$ cat config.mk
export PLATFORM = sky130hd
export DESIGN_NAME = vram_arbiter
export DESIGN_NICKNAME = d
export VERILOG_FILES = /design/src/rtl/vram_arbiter_pkg.sv /design/src/rtl/vram_starve_ctr.sv /design/src/rtl/vram_arbiter.sv
export SDC_FILE = /design/constraint.sdc
export NUM_CORES = 1
export LEC_CHECK = 0
export ABC_AREA = 1
export ABC_CLOCK_PERIOD_IN_PS = 1500
export BUFFER_PORTS_ARGS = -buffer_cell sky130_fd_sc_hd__buf_2
export CORE_AREA = 4 4 89 91
export CTS_BUF_LIST = sky130_fd_sc_hd__clkbuf_8
export CTS_CLUSTER_SIZE = 8
export DETAILED_ROUTE_END_ITERATION = 8
export DIE_AREA = 0 0 93 95
export PLACE_DENSITY_LB_ADDON = 0.08
export SLEW_MARGIN = 25
export SYNTH_ARGS = -nofsm -noshare
export SYNTH_HDL_FRONTEND = slang
export SYNTH_SLANG_ARGS = --single-unit
$ cat constraint.sdc
create_clock -name clk -period 1.5 [get_ports clk]
set_input_delay 0.15 -clock clk [delete_from_list [all_inputs] [get_ports clk]]
set_output_delay 0.15 -clock clk [all_outputs]
set_load 0.05 [all_outputs]
$ cat src/rtl/vram_arbiter_pkg.sv
// vram_arbiter_pkg: shared VRAM widths and read-return owner encoding
package vram_arbiter_pkg;
  localparam int CPU6_XLEN   = 32;
  localparam int VRAM_ADDR_W = 13;
  localparam int VRAM_DATA_W = CPU6_XLEN;
  typedef enum logic [1:0] {
    OWN_NONE = 2'd0,
    OWN_CPU  = 2'd1,
    OWN_VGA  = 2'd2
  } owner_e;
endpackage

$ cat src/rtl/vram_starve_ctr.sv
// vram_starve_ctr: saturating count of denied CPU cycles, flags when the CPU must win
module vram_starve_ctr #(
  parameter int MAX_WAIT = 4
) (
  input  logic clk,
  input  logic reset,
  input  logic clr_i,
  input  logic inc_i,
  output logic at_max_o
);
  localparam int W = (MAX_WAIT < 1) ? 1 : $clog2(MAX_WAIT + 1);
  logic [W-1:0] cnt_q, cnt_d;
  assign at_max_o = cnt_q == W'(MAX_WAIT);
  // clear wins over increment; hold once the override threshold is reached
  always_comb cnt_d = clr_i ? '0 : (inc_i & ~at_max_o) ? cnt_q + W'(1) : cnt_q;
  // counter register
  always_ff @(posedge clk) begin
    if (reset) cnt_q <= '0;
    else cnt_q <= cnt_d;
  end
endmodule

$ cat src/rtl/vram_arbiter.sv
// vram_arbiter: single-port VRAM arbiter, VGA priority with bounded CPU starvation
module vram_arbiter
  import vram_arbiter_pkg::*;
#(
  parameter int ADDR_W   = VRAM_ADDR_W,
  parameter int DATA_W   = VRAM_DATA_W,
  parameter int MAX_WAIT = 4
) (
  input  logic                clk,
  input  logic                reset,
  input  logic                cpu_req,
  input  logic                cpu_we,
  input  logic [ADDR_W-1:0]   cpu_addr,
  input  logic [DATA_W-1:0]   cpu_wdata,
  input  logic [DATA_W/8-1:0] cpu_wstrb,
  output logic                cpu_gnt,
  output logic                cpu_rvalid,
  output logic [DATA_W-1:0]   cpu_rdata,
  input  logic                vga_req,
  input  logic [ADDR_W-1:0]   vga_addr,
  output logic                vga_gnt,
  output logic                vga_rvalid,
  output logic [DATA_W-1:0]   vga_rdata,
  output logic [15:0]         vga_late_cnt,
  output logic                ram_en,
  output logic [DATA_W/8-1:0] ram_we,
  output logic [ADDR_W-1:0]   ram_addr,
  output logic [DATA_W-1:0]   ram_wdata,
  input  logic [DATA_W-1:0]   ram_rdata
);
  logic   cpu_sel, vga_sel, at_max;
  owner_e owner_q, owner_d;
  logic [15:0] late_q, late_d;
  vram_starve_ctr #(.MAX_WAIT(MAX_WAIT)) u_ctr (
    .clk      (clk),
    .reset    (reset),
    .clr_i    (cpu_sel | ~cpu_req),
    .inc_i    (cpu_req & ~cpu_sel),
    .at_max_o (at_max)
  );
  // grant mux, owner of the next read return, and saturating late count
  always_comb begin
    cpu_sel = ~reset & cpu_req & (~vga_req | at_max);
    vga_sel = ~reset & vga_req & ~cpu_sel;
    owner_d = vga_sel ? OWN_VGA : (cpu_sel & ~cpu_we) ? OWN_CPU : OWN_NONE;
    late_d  = (vga_req & ~vga_sel & ~&late_q) ? late_q + 16'd1 : late_q;
  end
  // owner pipeline and late counter registers
  always_ff @(posedge clk) begin
    if (reset) begin
      owner_q <= OWN_NONE;
      late_q  <= '0;
    end else begin
      owner_q <= owner_d;
      late_q  <= late_d;
    end
  end
  assign cpu_gnt      = cpu_sel;
  assign vga_gnt      = vga_sel;
  assign ram_en       = cpu_sel | vga_sel;
  assign ram_addr     = cpu_sel ? cpu_addr : vga_addr;
  assign ram_we       = (cpu_sel & cpu_we) ? cpu_wstrb : '0;
  assign ram_wdata    = cpu_wdata;
  assign cpu_rvalid   = ~reset & (owner_q == OWN_CPU);
  assign vga_rvalid   = ~reset & (owner_q == OWN_VGA);
  assign cpu_rdata    = ram_rdata;
  assign vga_rdata    = ram_rdata;
  assign vga_late_cnt = late_q;
endmodule

Word-level counts from Yosys, hierarchy flattened
Index checks and enable logic that the tools add are counted.

Muxes and demuxes: 4. Eq/ne operators: 3. Bitwise operators: 22. Reduce and logical (&&, ||, !) cells: 4. $add $sub $neg: 2.

Operators with widths (count): 16-bit by 1-bit adder with 16-bit output (second input constant) (1); 16-bit AND reduction (1); 13-bit 2-to-1 mux (1); 1-bit AND (12); 1-bit inverter (7); 4-bit 2-to-1 mux (1); 2-bit OR reduction (2); 3-bit by 1-bit adder with 3-bit output (second input constant) (1); 3-bit equality test (second input constant) (1); 1-bit OR (3); 2-bit by 1-bit equality test with 1-bit output (second input constant) (1); 2-bit equality test (second input constant) (1); 2-bit 2-to-1 mux (1); 1-bit zero test (1); 1-bit 2-to-1 mux (1).

Word-level logic and storage cells: 39. Register bits after elaboration: 21. Bits of input ports: 99. Output and inout bits: 134.

Depth between registers and ports, before layout
Depth in word-level cells: 8. Gate-level depth with buffers: 11. Depth with buffers taken out: 11.

Modules after synthesis
A second synthesis with hierarchy kept.

Cell total of the unflattened synthesis: 346. Area, all modules: 2184.6 um2.

By module, submodules not included: vram_arbiter (area each 2009.4 um2, cells an instance 319, sequential area each 360.3 um2, instances 1); vram_starve_ctr (area each 175.2 um2, cells an instance 27, sequential area each 60.1 um2, instances 1).

Worst setup path after synthesis
No wires, ideal clock.

Path kind: register -> register. Start: register late_q[0] (netlist: vga_late_cnt[0]). End: register late_q[8] (netlist: vga_late_cnt[8]). Data required time: 1.387 ns. Cell stages (with the launch flop): 12. Clock period less this slack: 1.852 ns. Data arrival time: 1.739 ns. Setup slack: -0.352 ns. Setup time: 0.113 ns. Buffers on the path: 1. Path through: dfxtp_1 > ha_1 > nand2_1 > nor2_1 > nand2_2 > nor2_4 > inv_2 > nand2_4 > buf_6 > nand2_1 > nand2_1 > nor2_1.

Cells in the longest elaborated chain, start to end: 3. Elaborated cells between the ends (all ways): 4. Those cells by class: add/sub: 1; bitwise: 1; reduce/logical: 2.

Ends and longest elaborated chain: start: declaration (line vram_arbiter.sv:33) `logic [15:0] late_q, late_d;`; start signal: assignment (line vram_arbiter.sv:55) `late_q <= late_d;`; branches (longest 3 deep; another with 16-bit by 1-bit adder with 16-bit output).

Several ways; the timed one is not identified. A chain may end at the register's enable or synchronous reset.

Worst setup path after layout
Start: register u_ctr.cnt_q[0]. End: output ram_addr[2].

Cells in the longest elaborated chain, start to end: 4.

Ends and longest elaborated chain: start: declaration (line vram_starve_ctr.sv:12) `logic [W-1:0] cnt_q, cnt_d;`; start signal: assignment (line vram_starve_ctr.sv:19) `else cnt_q <= cnt_d;`; 3-bit equality test (line vram_starve_ctr.sv:13) `assign at_max_o = cnt_q == W'(MAX_WAIT);`; 1-bit OR (line vram_arbiter.sv:43) `cpu_sel = ~reset & cpu_req & (~vga_req | at_max);`; 1-bit AND (line vram_arbiter.sv:43); 13-bit 2-to-1 mux (line vram_arbiter.sv:61) `assign ram_addr = cpu_sel ? cpu_addr : vga_addr;`; end: declaration (line vram_arbiter.sv:27) `output logic [ADDR_W-1:0] ram_addr,`.

No other way between the ends.

==> results.sh <==
export IMPL_worstMarginPinSlew_ps=368.0
export IMPL_clock_sinks=21
export IMPL_ys_types=23
export IMPL_clk_pin_slew_ps=80
export IMPL_die_area_um2=8835
export IMPL_grt_ovfl_total=0
export IMPL_syn_avg_cell_area_um2=6.154
export IMPL_path_max_fanout=6
export IMPL_grt_pass1_vias=1933
export IMPL_grt_pass1_wl_um=9156
export IMPL_cts_hold_buf=0
export IMPL_placedInstanceArea_um2=2166
export IMPL_vias_per_cell=4.171
export IMPL_cts_buffers=3
export IMPL_leakage_nw=1.409
export IMPL_cp_required_ps=1350
export IMPL_io_buffers=72
export IMPL_cts_buffer_depth=2
export IMPL_syn_nets=458
export IMPL_netlist_area_um2=2191
export IMPL_via_count=1906
export IMPL_critPathLaunchType="flip-flop"
export IMPL_drtIter0Drc=43
export IMPL_antenna_found_initial=0
export IMPL_die_x_um=93
export IMPL_powerDensity_nw_per_um2=641.9
export IMPL_die_height_um=95
export IMPL_yosysWarnings=0
export IMPL_h_tree_depth=1
export IMPL_critPathSlowestCell="dfxtp_2"
export IMPL_root_buffer="clkbuf_8"
export IMPL_layout_cell_area_non_filler_um2=2785
export IMPL_drtAntennaViolNets=0
export IMPL_setup_viol=33
export IMPL_drt_wl_total_um=5735
export IMPL_final_common_cell="nand2_1"
export IMPL_critPathCaptureType="output port"
export IMPL_wl_per_cell_um=12.55
export IMPL_failed_checks="setup timing"
export IMPL_n_antenna_cell=0
export IMPL_grt_max_degree=16
export IMPL_path_delay_family="buffers and inverters"
export IMPL_gp_congestion=0.7416
export IMPL_final_core_util_pct=39.03
export IMPL_setup_ws_ps=-154.0
export IMPL_hp_class="input port to flip-flop"
export IMPL_drc=0
export IMPL_start_util_pct=30.70
export IMPL_coreArea_um2=7137
export IMPL_cts_tree="done"
export IMPL_area_growth_synth_to_final_pct=27.13
export IMPL_cpPeakStageDelay_ps=330
export IMPL_maxSlewHeadroom_pct=75.43
export IMPL_hold_viol=0
export IMPL_ir_drop_v=0.0002280
export IMPL_slew_violations=0
export IMPL_maxCapViolCount=0
export IMPL_grt_usage_pct=12.95
export IMPL_final_cell_mix="nand2_1, buf_2, nor2_1, inv_1, nand2_2"
export IMPL_tns_ps=-2964
export IMPL_cp_cell_sequence="inv_2 > ha_4 > nand2_4 > nand2_4 > nand2_8 > inv_8 > buf_6 > nand2_2 > nand2_2 > buf_8"
export IMPL_drive_gt1_share_pct=54.19
export IMPL_netlist_instances=356
export IMPL_crit_buf_inv=4
export IMPL_ys_ff_latch=21
export IMPL_min_period_ps=1654
export IMPL_fin_skew_ps=4.815
export IMPL_fmax_mhz=604.6
export IMPL_drt_pass1_iterations=4
export IMPL_fin_crit_sh_pct=110.3
export IMPL_crit_type="flip-flop to output port"
export IMPL_final_nets=461
export IMPL_arrival_ps=1500
export IMPL_dp_hpwl_um=4241
export IMPL_run_status="complete, but fails checks"
export IMPL_fillers=778
export IMPL_yosysSeqAreaShare_pct=19.19
export IMPL_rsz0062_at_grt="true"
export IMPL_rows=31
export IMPL_ioPinCount=233
export IMPL_clock_latency_ps=260
==> final cells by class <==
| type | instances | area [um2] | share of cell area [%] |
|---|---|---|---|
| clock inverters | 1 | 3.754 | 0.1348 |
| clock buffers | 3 | 41.29 | 1.482 |
| repair buffers | 96 | 769.5 | 27.63 |
| flip-flops and latches | 21 | 446.7 | 16.04 |
| inverters | 36 | 142.6 | 5.121 |
| well taps | 99 | 123.9 | 4.447 |
| multi-input cells | 201 | 1257 | 45.15 |
==> stage by stage <==
step | hold WS, ps | worst slack [ps] | power [W] | cells
2_1_floorplan | 214.1 | -120.0 | 0.001756 | 356
3_3_place_gp | 300.3 | -128.7 | 0.001239 | 443
3_5_place_dp | 300.3 | -138.2 | 0.001238 | 443
4_1_cts | 51.96 | -188.3 | 0.001792 | 455
5_1_grt | 75.65 | -229.3 | 0.001889 | 457
6_report | 62.76 | -154.0 | 0.001788 | 457
==> synth_stat cells (all sizes together) <==
master | count | area share [%]
nand2 | 108 | 19
buf | 100 | 34
nor2 | 56 | 10
inv | 36 | 6.2
dfxtp | 21 | 19
nand3 | 8 | 1.8
o21ai | 7 | 1.6
xor2 | 7 | 2.8
a21oi | 4 | 1.4
ha | 3 | 1.7
nand4 | 3 | 0.86
clkbuf | 1 | 0.17
nand3b | 1 | 0.34
nor3 | 1 | 0.23
==> cells by family after synthesis <==
| kind of cell | share of synthesized area [%] |
|---|---|
| and+or+nand+nor | 32.61 |
| AOI/OAI and AO/OA | 3.027 |
| DFF | 19.19 |
| xor gates and xnor gates | 2.798 |
| buffers and inverters | 40.66 |
| adders and majority gates | 1.713 |
==> state kept, by name, summed over array words and instances (netlist names) <==
register	count
owner_q	2
vga_late_cnt	16
u_ctr.cnt_q	3
==> final timing paths <==
| check | endpoint | startpoint | cells past startpoint | slack, ps |
|---|---|---|---|---|
| setup / recovery | ram_addr[2] | u_ctr.cnt_q[0] | 10 | -150 |
| hold / removal | owner_q[0] | cpu_we | 2 | 60 |
| setup reg to reg | vga_late_cnt[12] | u_ctr.cnt_q[0] | 12 | -80 |
| hold reg to reg | u_ctr.cnt_q[2] | u_ctr.cnt_q[2] | 2 | 500 |
==> per-layer routing <==
layer  part of all wire (%)  GRT usage, %
met5                      0             0
met4                   0.78         3.297
met3                    8.8         4.143
met2                     54         24.96
met1                     36         13.49
==> where the power goes <==
group / internal (W) / switching (W)
logic: 0.000287 / 0.000487
clock network: 0.000183 / 0.000198
registers: 0.000596 / 0.0000361
total: 0.00107 / 0.000722
==> what timing repair did <==
| action | 4_1_cts | 5_1_grt |
|---|---|---|
| gates cloned | 4 | 0 |
| setup buffers | 4 | 2 |
| gates resized for setup | 115 | 21 |
| pin swaps | 12 | 8 |
| setup endpoints to repair | 34 | 38 |
Note: power is estimated with default switching activity, not from simulation.
